==> src/rtl/uart_pkg.sv <==
// uart_pkg: state encoding and framing constants shared by the UART RX and TX sides.
package uart_pkg;
  typedef enum logic [2:0] {IDLE, START, DATA, PARITY, STOP} rx_state_t;
  localparam logic START_BIT = 1'b0;
  localparam logic STOP_BIT = 1'b1;
  function automatic logic maj3(input logic a, input logic b, input logic c);
    return (a & b) | (a & c) | (b & c);
  endfunction
endpackage

==> src/rtl/uart_rx_sampler.sv <==
// uart_rx_sampler: RX synchroniser, bit-period edge counter and bit sampling.
// UART_RX_MAJORITY_VOTE_EN selects 2-of-3 voting around mid-bit instead of a single sample.
module uart_rx_sampler #(
  parameter int PRE_W = 6
) (
  input  logic             clk,
  input  logic             rst_n,
  input  logic             rx_in,
  input  logic             active,
  input  logic [PRE_W-1:0] pre,
  output logic             rx_s,
  output logic             sample_stb,
  output logic             sample_bit,
  output logic             bit_end
);
  logic rx_m;
  logic [PRE_W-1:0] edge_cnt, half;
  assign half = pre >> 1;
  assign bit_end = active && edge_cnt == pre - 1'b1;
  // Synchroniser resets to idle-high so reset release never looks like a start bit.
  always_ff @(posedge clk or negedge rst_n)
    if (!rst_n) {rx_s, rx_m} <= 2'b11;
    else {rx_s, rx_m} <= {rx_m, rx_in};
  always_ff @(posedge clk or negedge rst_n)
    if (!rst_n) edge_cnt <= '0;
    else edge_cnt <= (!active || bit_end) ? '0 : edge_cnt + 1'b1;
`ifdef UART_RX_MAJORITY_VOTE_EN
  logic v0, v1;
  always_ff @(posedge clk or negedge rst_n)
    if (!rst_n) {v0, v1} <= 2'b11;
    else begin
      if (edge_cnt == half - 1'b1) v0 <= rx_s;
      if (edge_cnt == half) v1 <= rx_s;
    end
  assign sample_stb = active && edge_cnt == half + 1'b1;
  assign sample_bit = uart_pkg::maj3(v0, v1, rx_s);
`else
  assign sample_stb = active && edge_cnt == half;
  assign sample_bit = rx_s;
`endif
endmodule

==> src/rtl/uart_rx.sv <==
// uart_rx: oversampling UART receiver with optional parity and parity/stop error pulses.
// UART_RX_MAJORITY_VOTE_EN (in uart_rx_sampler) enables majority-vote bit sampling.
module uart_rx import uart_pkg::*; #(
  parameter int width = 8,
  parameter int PRE_W = 6
) (
  input  logic             CLK_RX,
  input  logic             RST_RX,
  input  logic             RX_IN,
  input  logic [PRE_W-1:0] PRESCALE,
  input  logic             PAR_EN,
  input  logic             PAR_TYP,
  output logic [width-1:0] P_DATA,
  output logic             DATA_VALID,
  output logic             PAR_ERR,
  output logic             STP_ERR
);
  localparam int BW = $clog2(width + 1);
  localparam logic [BW-1:0] LAST = BW'(width - 1);
  rx_state_t state, next;
  logic rx_s, sample_stb, sample_bit, bit_end;
  logic armed, par_en_q, par_typ_q, par_bad;
  logic start_det, last_bit, stop_smp, stp_bad, par_fail, good;
  logic [PRE_W-1:0] pre_q;
  logic [BW-1:0] bit_cnt;
  logic [width-1:0] shift;
  uart_rx_sampler #(.PRE_W(PRE_W)) u_sampler (
    .clk(CLK_RX), .rst_n(RST_RX), .rx_in(RX_IN), .active(state != IDLE), .pre(pre_q),
    .rx_s(rx_s), .sample_stb(sample_stb), .sample_bit(sample_bit), .bit_end(bit_end)
  );
  always_ff @(posedge CLK_RX or negedge RST_RX)
    if (!RST_RX) state <= IDLE;
    else state <= next;
  always_comb begin
    next = state;
    case (state)
      IDLE:    next = start_det ? START : IDLE;
      START:   next = (sample_stb && sample_bit != START_BIT) ? IDLE : bit_end ? DATA : START;
      DATA:    next = (bit_end && last_bit) ? (par_en_q ? PARITY : STOP) : DATA;
      PARITY:  next = bit_end ? STOP : PARITY;
      STOP:    next = sample_stb ? IDLE : STOP;
      default: next = IDLE;
    endcase
  end
  always_comb begin
    start_det = state == IDLE && armed && rx_s == START_BIT;
    last_bit = bit_cnt == LAST;
    stop_smp = state == STOP && sample_stb;
    stp_bad = stop_smp && sample_bit != STOP_BIT;
    par_fail = stop_smp && par_bad;
    good = stop_smp && !stp_bad && !par_fail;
  end
  always_ff @(posedge CLK_RX or negedge RST_RX)
    if (!RST_RX) begin
      {pre_q, par_en_q, par_typ_q, par_bad, bit_cnt, shift} <= '0;
      {P_DATA, DATA_VALID, PAR_ERR, STP_ERR} <= '0;
      armed <= 1'b1;
    end else begin
      if (start_det) begin
        pre_q <= PRESCALE;
        par_en_q <= PAR_EN;
        par_typ_q <= PAR_TYP;
        par_bad <= 1'b0;
        bit_cnt <= '0;
      end
      if (state == DATA && sample_stb) shift <= {sample_bit, shift[width-1:1]};
      if (state == DATA && bit_end) bit_cnt <= last_bit ? '0 : bit_cnt + 1'b1;
      if (state == PARITY && sample_stb) par_bad <= sample_bit != (^shift ^ par_typ_q);
      // A bad stop disarms start detection so a held-low line (break) cannot restart a frame.
      armed <= stp_bad ? 1'b0 : (rx_s | armed);
      DATA_VALID <= good;
      PAR_ERR <= par_fail;
      STP_ERR <= stp_bad;
      if (good) P_DATA <= shift;
    end
endmodule
==> config.mk <==
export PLATFORM = sky130hd
export DESIGN_NAME = uart_rx
export DESIGN_NICKNAME = d
export VERILOG_FILES = /design/src/rtl/uart_pkg.sv /design/src/rtl/uart_rx_sampler.sv /design/src/rtl/uart_rx.sv
export SDC_FILE = /design/constraint.sdc
export NUM_CORES = 1
export LEC_CHECK = 0
export BUFFER_PORTS_ARGS = -buffer_cell sky130_fd_sc_hd__buf_2
export CAP_MARGIN = 25
export CORE_ASPECT_RATIO = 1.5
export CORE_MARGIN = 4
export CORE_UTILIZATION = 50
export CTS_BUF_LIST = sky130_fd_sc_hd__clkbuf_8
export CTS_CLUSTER_DIAMETER = 120
export DETAILED_ROUTE_END_ITERATION = 16
export PLACE_DENSITY = 0.72
export SLEW_MARGIN = 20
export SYNTH_ARGS = -nofsm -noshare
export SYNTH_HDL_FRONTEND = slang
export SYNTH_HIERARCHICAL = 1
export SYNTH_SLANG_ARGS = --single-unit
==> constraint.sdc <==
create_clock -name CLK_RX -period 2.65 [get_ports CLK_RX]
set_clock_uncertainty 0.2 [all_clocks]
set_input_delay 0.1325 -clock CLK_RX [delete_from_list [all_inputs] [get_ports CLK_RX]]
set_output_delay 0.1325 -clock CLK_RX [all_outputs]
set_load 0.01 [all_outputs]
==> metrics.cfg, run 1 <==
[outcome]
status=finished clean

[floorplan]
die_x_um=62.0
dieArea_mm2=0.00551
num_rows=29
io_pins=22
die_h_um=89.0
core_region_area_mm2=0.00425
initial_utilization_pct=51.5

[route]
avgViaCountPerCell=5.56
vias=1463
route.detailed.drc=0
drt_iter0_drc=38
wl_mm=4.12
detail_route.wl_per_cell_um=15.6
dr.pass1.iters=4
drtAntennaViolNets=0

[place]
dp_slack_ns=-0.0552
dp_hpwl_mm=3.01
gp_congestion=0.887
io_buffers=21

[timing]
timing.fmax_mhz=391
finalCriticalPeriod_ns=2.56
timing.final.crit_share_pct=96.6
drv_slew=0
final.setup.tns_ns=0
hold_violations=0
setup_ws_ns=0.0894
slew_headroom_pct=63.4
tightestPinTransition_ns=0.547
whs_ns=0.0719
setup_viol=0

[setup_path]
end_kind=register
criticalPathCategory=reg -> reg
cp_max_fo=7
r2r-start=pre_q[1]$_DFFE_PN0P_
r2r_cells=10
reg2reg_to=bit_cnt[3]$_DFFE_PN0P_
crit_arrival_ns=2.53
worstPathRequired_ns=2.62
cpPeakStageDelay_ns=0.40
path_cells=inv_1 -> ha_1 -> nand2b_1 -> a21oi_1 -> and4bb_4 -> and3_2 -> and4bb_2 -> a31oi_2 -> o21ai_0 -> o41ai_1
start_kind=register
critPathSlowestCell=dfrtp_1
reg2reg_slack_ns=0.09

[power]
pwr-share-clk_pct=19.7
pwr-share-seq_pct=43.8
pwr-share-comb_pct=36.5
p_switching_w=0.000737
vdd.ir_drop.worst_uv=588
p_sw_share_pct=34.0
internal-power_w=0.00143
powerDensity_mw_per_mm2=839
p_leak_nw=1.22

[synth]
synthCells=176
synth.top_cell.area_share_pct=47.0
synth_edf_count=0
ys_seq_elements=44
ys_types=44
synth_commonest_cells=dfrtp_1, mux2_2, xnor2_1, nor2_1, nand2_1
ys_top_cells_by_area=dfrtp_1, mux2_2, xnor2_1
syn_area_per_cell_um2=12.4
synth_fp_nets=190
synth_most_common_cell=dfrtp_1
yosys_most_used_dff=dfrtp_1
async_flop_share_pct=100
ys_warn_count=6
yosysSeqAreaShare_pct=50.6
netlist_area_mm2=0.00218
synth_top_cell_by_area=dfrtp_1

[final_layout]
nFillCells=320
antenna_cells=0
finalNetCount=230
drive_above_1_share_pct=35.9
areaGrowthSynthToFinish_pct=18.3

[clock_network]
htree_levels=2
clock-root-buffer=clkbuf_8
cts.path.max_buffers=2
cts_sinks=44
cts_buffers=5
worstSkewPairLatency_ns=0.30
clk_pin_slew_ns=0.08
tritoncts=built

[global_routing]
antenna_found_initial=0
grt_max_degree=45
grt_usage_pct=17.1
overflow=0
grt_pass1_wl_mm=6.86
grt_pass1_vias=1523

[flow_run]
drv_cap=0

[worst_hold_path]
hold_path_class=in -> async

-- power by group through the flow --
stage,Sequential [W],Combinational [W],Clock [W]
finish,0.000951,0.000791,0.000428
global route,0.000968,0.000882,0.000468
CTS,0.000953,0.000785,0.000442
detailed placement,0.000976,0.000730,0
global placement,0.000965,0.000702,0
floorplan,0.000920,0.000604,0
-- critical path: cells and delay by family (launching register included) --
family,cells,cell delay (ns)
AO/OA/AOI/OAI,4,0.62
buffers and inverters,1,0.06
adder cells (fa/ha/maj),1,0.18
AND/OR/NAND/NOR,4,0.97
flip-flops,1,0.40
-- flip-flops by register name, summed over array words and instances (netlist names) --
name                cells
P_DATA                  8
u_sampler/edge_cnt      6
par_en_q                1
par_bad                 1
bit_cnt                 4
armed                   1
shift                   8
pre_q                   6
u_sampler/rx_m          1
state                   3
DATA_VALID              1
PAR_ERR                 1
par_typ_q               1
u_sampler/rx_s          1
STP_ERR                 1
-- stage by stage --
step                util, %  instances  instance area (um^2)  power (W)
detailed placement     55.0        241                  2340    0.00171
global placement       55.0        241                  2340    0.00167
finish                 60.9        263                  2580    0.00217
CTS                    60.1        261                  2550    0.00218
floorplan                 -        176                  2180    0.00152
global route           60.9        263                  2580    0.00232
-- kinds of logic after synthesis --
group	share of synthesized area, %
compound gates	6.87
flops	50.6
xor+xnor	9.85
mux	14.3
simple gates	13.5
buf+inv	3.26
fa+ha+maj	1.72
-- metal layers --
metal,vias to the layer above,part of all wire (%),routed length [um],global-route usage (%)
li1,699,-,-,-
met1,721,39,1590,18.0
met2,29,55,2240,30.2
met3,14,2.9,119,3.61
met4,0,4.0,165,9.46
met5,-,0,0,0
-- repair_timing --
item / in CTS / in global routing
buffers inserted: 2 / 1
resized for setup: 2 / 3
pin swaps: 1 / 1
setup endpoints to repair: 1 / 9
hold buffers: 10 / 0
hold endpoints to repair: 50 / 0
-- area by class of cell --
| class | count | area [um^2] | share of cell area, % |
|---|---|---|---|
| Clock buffer | 6 | 82.6 | 3.19 |
| Sequential cell | 44 | 1100 | 42.7 |
| Multi-Input combinational cell | 119 | 1020 | 39.5 |
| Clock inverter | 2 | 10.0 | 0.387 |
| Tap cell | 46 | 57.6 | 2.23 |
| Timing Repair Buffer | 40 | 285 | 11.0 |
| Inverter | 6 | 22.5 | 0.871 |
-- placed cells by master (no fill, tap or decap), drive strengths merged, types with 3 or more instances in the layout --
cell type	netlist	routed
nor2	13	13
dfrtp	41	41
a211oi	5	5
and3	3	3
dfstp	3	3
ha	3	3
mux2	25	25
buf	6	30
xnor2	15	15
dlygate4sd3	0	10
o21ai	5	5
inv	6	6
clkbuf	1	6
nand2	9	9
nand3	4	4
a21oi	5	5
xor2	7	7
-- worst max path at each step --
| stage | start | end | slack, ns |
|---|---|---|---|
| after global routing | pre_q[1]$_DFFE_PN0P_ | bit_cnt[3]$_DFFE_PN0P_ | -0.02 |
| after floorplan | state[2]$_DFF_PN0_ | P_DATA[0]$_DFFE_PN0P_ | 0.07 |
| final | pre_q[1]$_DFFE_PN0P_ | bit_cnt[3]$_DFFE_PN0P_ | 0.09 |
| after global placement | pre_q[1]$_DFFE_PN0P_ | bit_cnt[3]$_DFFE_PN0P_ | 0.03 |
| after detailed placement | pre_q[0]$_DFFE_PN0P_ | bit_cnt[3]$_DFFE_PN0P_ | -0.06 |
| after CTS | pre_q[1]$_DFFE_PN0P_ | bit_cnt[3]$_DFFE_PN0P_ | 0.03 |
Power figures use the tool's default switching activity.
==> run 2: changes to the inputs <==
==> constraint.sdc (replaced) <==
create_clock -name CLK_RX -period 2.65 [get_ports CLK_RX]
set_clock_uncertainty 0.2 [all_clocks]
set_input_delay 0.265 -clock CLK_RX [delete_from_list [all_inputs] [get_ports CLK_RX]]
set_output_delay 0.265 -clock CLK_RX [all_outputs]
set_load 0.01 [all_outputs]
==> run 2 against run 1 <==
Net effect:
- critical path depth unchanged
- wire length fell by 0.19%
- final cell count shrank 0.38%
- sequential share of layout area is 0.17 points higher
- count of clock-buffer cells in the layout unchanged
- power hardly changed
- worst hold slack lost 0.044 ns
- register-to-register slack is essentially flat
- fmax hardly changed
- core utilization fell by 0.24 points
- via count is 0.34% lower
- critical path type unchanged
==> metrics.cfg, run 2 (synthesized netlist as in run 1, its figures left out) <==
[setup_path]
critPathSlowestCell=dfrtp_1  ; unchanged
end_kind=register  ; unchanged
path_cells=inv_1 -> ha_1 -> nand2b_1 -> a21oi_1 -> and4bb_4 -> and3_2 -> and4bb_2 -> a31oi_2 -> o21ai_0 -> o41ai_1  ; unchanged
cpPeakStageDelay_ns=0.40  ; about the same
cp_max_fo=7  ; unchanged
cp_num_buf_inv=1  ; unchanged
worstPathRequired_ns=2.62  ; about the same
crit_arrival_ns=2.53  ; about the same
criticalPathCategory=reg -> reg  ; unchanged
start_kind=register  ; unchanged
critical_path.top_delay_family=simple AND/OR/NAND/NOR gates  ; unchanged

[timing]
drv_slew=0  ; unchanged
setup_viol=0  ; unchanged
tightestPinTransition_ns=0.547  ; unchanged
finalCriticalPeriod_ns=2.56  ; about the same
slew_headroom_pct=63.4  ; unchanged
final.setup.tns_ns=0  ; unchanged
timing.fmax_mhz=390  ; was 391 MHz
timing.final.crit_share_pct=96.7  ; was 96.6%
hold_violations=0  ; unchanged

[power]
p_switching_w=0.000737  ; about the same
pwr-share-clk_pct=19.7  ; about the same
internal-power_w=0.00143  ; about the same
powerDensity_mw_per_mm2=842  ; was 839 mW/mm^2
p_sw_share_pct=34.0  ; about the same
vdd.ir_drop.worst_uv=588  ; about the same
pwr-share-comb_pct=36.4  ; was 36.5%
p_leak_nw=1.22  ; about the same
pwr-share-seq_pct=43.8  ; about the same

[floorplan]
num_rows=29  ; unchanged
die_x_um=62.0  ; unchanged
die_h_um=89.0  ; unchanged
core_region_area_mm2=0.00425  ; unchanged
io_pins=22  ; unchanged
initial_utilization_pct=51.5  ; unchanged
dieArea_mm2=0.00551  ; unchanged

[final_layout]
reg_top3=P_DATA: 8 flops, shift: 8 flops  ; unchanged
nFillCells=321  ; was 320
final_core_util_pct=60.7  ; was 60.9%
finalNetCount=229  ; was 230
areaGrowthSynthToFinish_pct=17.9  ; was 18.3%
final_cells=262  ; was 263
most-common-layout-cells=dfrtp_1, buf_2, mux2_2  ; unchanged
layout.cells.most_common=dfrtp_1  ; unchanged
antenna_cells=0  ; unchanged
drive_above_1_share_pct=36.1  ; was 35.9%

[clock_network]
worstSkewPairLatency_ns=0.30  ; about the same
clock-root-buffer=clkbuf_8  ; unchanged
cts_buffers=5  ; unchanged
cts.path.max_buffers=2  ; unchanged
clk_pin_slew_ns=0.08  ; about the same
cts_sinks=44  ; unchanged
tritoncts=built  ; unchanged
htree_levels=2  ; unchanged

[route]
vias=1458  ; was 1,463
dr.pass1.iters=4  ; unchanged
avgViaCountPerCell=5.56  ; about the same
detail_route.wl_per_cell_um=15.7  ; was 15.6 um
drtAntennaViolNets=0  ; unchanged
route.detailed.drc=0  ; unchanged
wl_mm=4.11  ; was 4.12 mm
drt_iter0_drc=48  ; was 38

[place]
io_buffers=21  ; unchanged
gp_congestion=0.887  ; unchanged
dp.cells=241  ; unchanged
dp_hpwl_mm=3.01  ; unchanged

[global_routing]
overflow=0  ; unchanged
grt_pass1_wl_mm=6.84  ; was 6.86 mm
grt_pass1_vias=1520  ; was 1,523
grt_usage_pct=17.0  ; was 17.1%
grt_max_degree=45  ; unchanged
antenna_found_initial=0  ; unchanged

[worst_hold_path]
hold_path_class=in -> reg  ; was in -> async

[outcome]
status=finished clean  ; unchanged

[flow_run]
drv_cap=0  ; unchanged

run 2: cell count changes in the layout (fill, tap and decap cells not counted):
cell | before | now
dlygate4sd3_1 | 10 | 9
run 2: power groups by stage:
stage	registers [W]	logic, W	clock network (W)
6_report	0.000950	0.000790	0.000428
5_1_grt	0.000968	0.000880	0.000468
4_1_cts	0.000953	0.000784	0.000442
3_5_place_dp	0.000976	0.000730	0
3_3_place_gp	0.000965	0.000702	0
2_1_floorplan	0.000920	0.000604	0
run 2: final timing paths:
check / start / endpoint / slack [ns] / depth (start not counted)
setup / recovery: pre_q[1]$_DFFE_PN0P_ / bit_cnt[3]$_DFFE_PN0P_ / 0.09 / 10
hold / removal: PAR_TYP / par_typ_q$_DFFE_PN0P_ / 0.03 / 2
setup reg to reg: pre_q[1]$_DFFE_PN0P_ / bit_cnt[3]$_DFFE_PN0P_ / 0.09 / 10
hold reg to reg: u_sampler/rx_m$_DFF_PN1_ / u_sampler/rx_s$_DFF_PN1_ / 0.16 / 0
max in group asynchronous: RST_RX / armed$_DFF_PN1_ / 1.50 / 3
min in group asynchronous: RST_RX / pre_q[2]$_DFFE_PN0P_ / 0.20 / 2
run 2: metal layers:
metal | global-route usage [%] | vias to the layer above | part of all wire (%)
met5 | 0 | - | 0
met4 | 9.46 | 0 | 4.0
met3 | 3.61 | 14 | 3.0
met2 | 30.2 | 29 | 55
met1 | 17.9 | 719 | 38
li1 | - | 696 | -
run 2: timing repair:
| item | CTS | global route |
|---|---|---|
| gates resized for setup | 2 | 3 |
| endpoints found under the setup margin | 1 | 9 |
| pin swaps | 1 | 1 |
| hold endpoints to repair | 49 | 0 |
| gates cloned | 0 | 0 |
| buffers inserted | 2 | 1 |
| hold buffers | 9 | 0 |
run 2: cell type report:
type / instances / area [um^2] / share of cell area, %
Sequential cell: 44 / 1100 / 42.9
Multi-Input combinational cell: 119 / 1020 / 39.7
Timing Repair Buffer: 39 / 275 / 10.7
Clock buffer: 6 / 82.6 / 3.21
Tap cell: 46 / 57.6 / 2.24
Inverter: 6 / 22.5 / 0.875
Clock inverter: 2 / 10.0 / 0.389
run 2: metrics by stage:
| stage | setup WS [ns] | hold WS (ns) | power [W] | cell area (um^2) |
|---|---|---|---|---|
| 3_5_place_dp | -0.0552 | 0.159 | 0.00171 | 2340 |
| 6_report | 0.0871 | 0.0278 | 0.00217 | 2570 |
| 2_1_floorplan | 0.0711 | -0.231 | 0.00152 | 2180 |
| 4_1_cts | 0.0339 | 0.0211 | 0.00218 | 2540 |
| 5_1_grt | -0.0150 | 0.0176 | 0.00232 | 2570 |
| 3_3_place_gp | 0.0326 | 0.149 | 0.00167 | 2340 |
==> run 3: changes to the inputs <==
--- a/config.mk
+++ b/config.mk
@@ -9,11 +9,12 @@
 export CAP_MARGIN = 25
 export CORE_ASPECT_RATIO = 1.5
 export CORE_MARGIN = 4
-export CORE_UTILIZATION = 50
+export CORE_UTILIZATION = 38
 export CTS_BUF_LIST = sky130_fd_sc_hd__clkbuf_8
 export CTS_CLUSTER_DIAMETER = 120
+export CTS_CLUSTER_SIZE = 20
 export DETAILED_ROUTE_END_ITERATION = 16
-export PLACE_DENSITY = 0.72
+export MAX_ROUTING_LAYER = met4
 export SLEW_MARGIN = 20
 export SYNTH_ARGS = -nofsm -noshare
 export SYNTH_HDL_FRONTEND = slang
==> run 3 against run 2 <==
Net effect:
- final cell count grew 11%
- power grew 4.3%
- sequential cell count is the same
- clock power grew 17%
- cell area grew 2.7%
- sequential power grew 0.6%
- count of clock-buffer cells in the layout shrank 1
- first-iteration DRC count shrank 13%
- sequential share of layout area shrank 1.0 points
- critical endpoint unchanged
- largest cell class unchanged
==> metrics.cfg, run 3 (synthesized netlist as in run 1, its figures left out) <==
[final_layout]
areaGrowthSynthToFinish_pct=21.1  ; was 17.9%
reg_top3=P_DATA: 8 flops, shift: 8 flops  ; unchanged
final_core_util_pct=47.8  ; was 60.7%
layout.cells.most_common=dfrtp_1  ; unchanged
most-common-layout-cells=dfrtp_1, buf_2, mux2_2  ; unchanged
finalNetCount=234  ; was 229
antenna_cells=0  ; unchanged
drive_above_1_share_pct=37.1  ; was 36.1%
fin_area_mm2=0.00265  ; was 0.00257 mm^2

[route]
drtAntennaViolNets=0  ; unchanged
wl_mm=4.24  ; was 4.11 mm
drt_iter0_drc=42  ; was 48
detail_route.wl_per_cell_um=14.6  ; was 15.7 um
avgViaCountPerCell=4.92  ; was 5.56
dr.pass1.iters=4  ; unchanged
route.detailed.drc=0  ; unchanged
vias=1433  ; was 1,458

[timing]
drv_slew=0  ; unchanged
tightestPinTransition_ns=0.445  ; was 0.547 ns
final.setup.tns_ns=0  ; unchanged
finalCriticalPeriod_ns=2.48  ; was 2.56 ns
setup_viol=0  ; unchanged
timing.fmax_mhz=403  ; was 390 MHz
hold_violations=0  ; unchanged
timing.final.crit_share_pct=93.7  ; was 96.7%
rsz0062_at_grt=no
slew_headroom_pct=70.3  ; was 63.4%
setup_ws_ns=0.166  ; was 0.0871 ns

[power]
p_leak_nw=1.24  ; was 1.22 nW
power_w=0.00226  ; was 0.00217 W
pwr-share-clk_pct=22.1  ; was 19.7%
pwr-share-seq_pct=42.3  ; was 43.8%
internal-power_w=0.00151  ; was 0.00143 W
pwr-share-comb_pct=35.7  ; was 36.4%
vdd.ir_drop.worst_uv=418  ; was 588 uV
powerDensity_mw_per_mm2=855  ; was 842 mW/mm^2
p_sw_share_pct=33.1  ; was 34.0%
p_switching_w=0.000750  ; was 0.000737 W

[setup_path]
criticalPathCategory=reg -> reg  ; unchanged
r2r-start=pre_q[0]$_DFFE_PN0P_  ; was pre_q[1]$_DFFE_PN0P_
reg2reg_to=bit_cnt[3]$_DFFE_PN0P_  ; unchanged
start_kind=register  ; unchanged
crit_arrival_ns=2.46  ; was 2.53 ns
end_kind=register  ; unchanged
cp_max_fo=5  ; was 7
r2r_cells=10  ; unchanged
worstPathRequired_ns=2.63  ; was 2.62 ns
reg2reg_slack_ns=0.17  ; was 0.09 ns

[clock_network]
clock-root-buffer=clkbuf_8  ; unchanged
cts_buffers=5  ; unchanged
htree_levels=2  ; unchanged
worstSkewPairLatency_ns=0.30  ; about the same
cts.path.max_buffers=2  ; unchanged
cts_sinks=44  ; unchanged
tritoncts=built  ; unchanged
clk_pin_slew_ns=0.09  ; was 0.08 ns

[floorplan]
num_rows=33  ; was 29
die_x_um=69.9  ; was 62.0 um
io_pins=22  ; unchanged
core_region_area_mm2=0.00553  ; was 0.00425 mm^2
dieArea_mm2=0.00705  ; was 0.00551 mm^2
initial_utilization_pct=39.5  ; was 51.5%
die_h_um=101  ; was 89.0 um

[place]
dp_slack_ns=0.106  ; was -0.0552 ns
io_buffers=21  ; unchanged
dp_hpwl_mm=3.08  ; was 3.01 mm
place_area_mm2=0.00243  ; was 0.00234 mm^2
gp_congestion=0.783  ; was 0.887

[global_routing]
grt_pass1_wl_mm=7.26  ; was 6.84 mm
antenna_found_initial=0  ; unchanged
grt_usage_pct=13.5  ; was 17.0%
overflow=0  ; unchanged
grt_max_degree=36  ; was 45
grt_pass1_vias=1531  ; was 1,520

[worst_hold_path]
whs_endpoint=pre_q[0]$_DFFE_PN0P_  ; was par_typ_q$_DFFE_PN0P_
worstHoldStart=PRESCALE[0]  ; was PAR_TYP
hold_depth=2  ; unchanged
hold_path_class=in -> reg  ; unchanged

[flow_run]
drv_cap=0  ; unchanged

[outcome]
status=finished clean  ; unchanged

## run 3: worst max-delay path, stage by stage (launching register included)
cell	delay [ns]
dfrtp_2	0.45
inv_1	0.07
ha_1	0.15
nand2b_1	0.08
o21bai_1	0.17
a311oi_2	0.36
and3_4	0.26
and4bb_2	0.29
a31oi_1	0.08
o21ai_0	0.17
o41ai_1	0.09
## run 3: metrics by stage
stage	hold WS, ns	instances
after detailed placement	-0.0563	273
after floorplan	-0.231	176
after global routing	0.00656	291
after global placement	-0.0509	273
final	0.00651	291
after CTS	0.00566	290
## run 3: final cells by class
class                           instances  area [um^2]
Inverter                                6         22.5
Clock inverter                          3         38.8
Sequential cell                        44         1110
Tap cell                               70         87.6
Clock buffer                            5         68.8
Multi-Input combinational cell        119         1020
Fill cell                             536         2890
Timing Repair Buffer                   44          300
## run 3: worst max path at each step
stage                    startpoint                endpoint  slack, ns
2_1_floorplan    state[2]$_DFF_PN0_   P_DATA[0]$_DFFE_PN0P_       0.07
4_1_cts        pre_q[0]$_DFFE_PN0P_  bit_cnt[3]$_DFFE_PN0P_        0.1
3_5_place_dp   pre_q[0]$_DFFE_PN0P_  bit_cnt[3]$_DFFE_PN0P_       0.11
5_1_grt        pre_q[1]$_DFFE_PN0P_  bit_cnt[3]$_DFFE_PN0P_      0.009
3_3_place_gp   pre_q[0]$_DFFE_PN0P_  bit_cnt[3]$_DFFE_PN0P_       0.13
6_report       pre_q[0]$_DFFE_PN0P_  bit_cnt[3]$_DFFE_PN0P_       0.17
## run 3: layer usage
layer  global-route usage, %  wire length, um  vias to the layer above
met3                    3.39              157                        8
met2                    23.5             2230                       25
met4                    6.19               92                        0
met5                       -                0                        -
met1                    14.3             1750                      694
li1                        -                -                      706
## run 3: repair_timing
action                     in CTS  in global routing
buffers inserted                0                  1
hold endpoints to repair       17                  0
hold buffers                    9                  0
setup endpoints to repair       0                  9
gates resized for setup         0                  4
## run 3: power by group through the flow
stage               Combinational [W]  Clock [W]  Sequential [W]
detailed placement           0.000775          0        0.000972
floorplan                    0.000604          0        0.000920
global placement             0.000770          0        0.000969
global route                 0.000904   0.000545        0.000978
CTS                          0.000788   0.000513        0.000958
finish                       0.000806   0.000500        0.000956
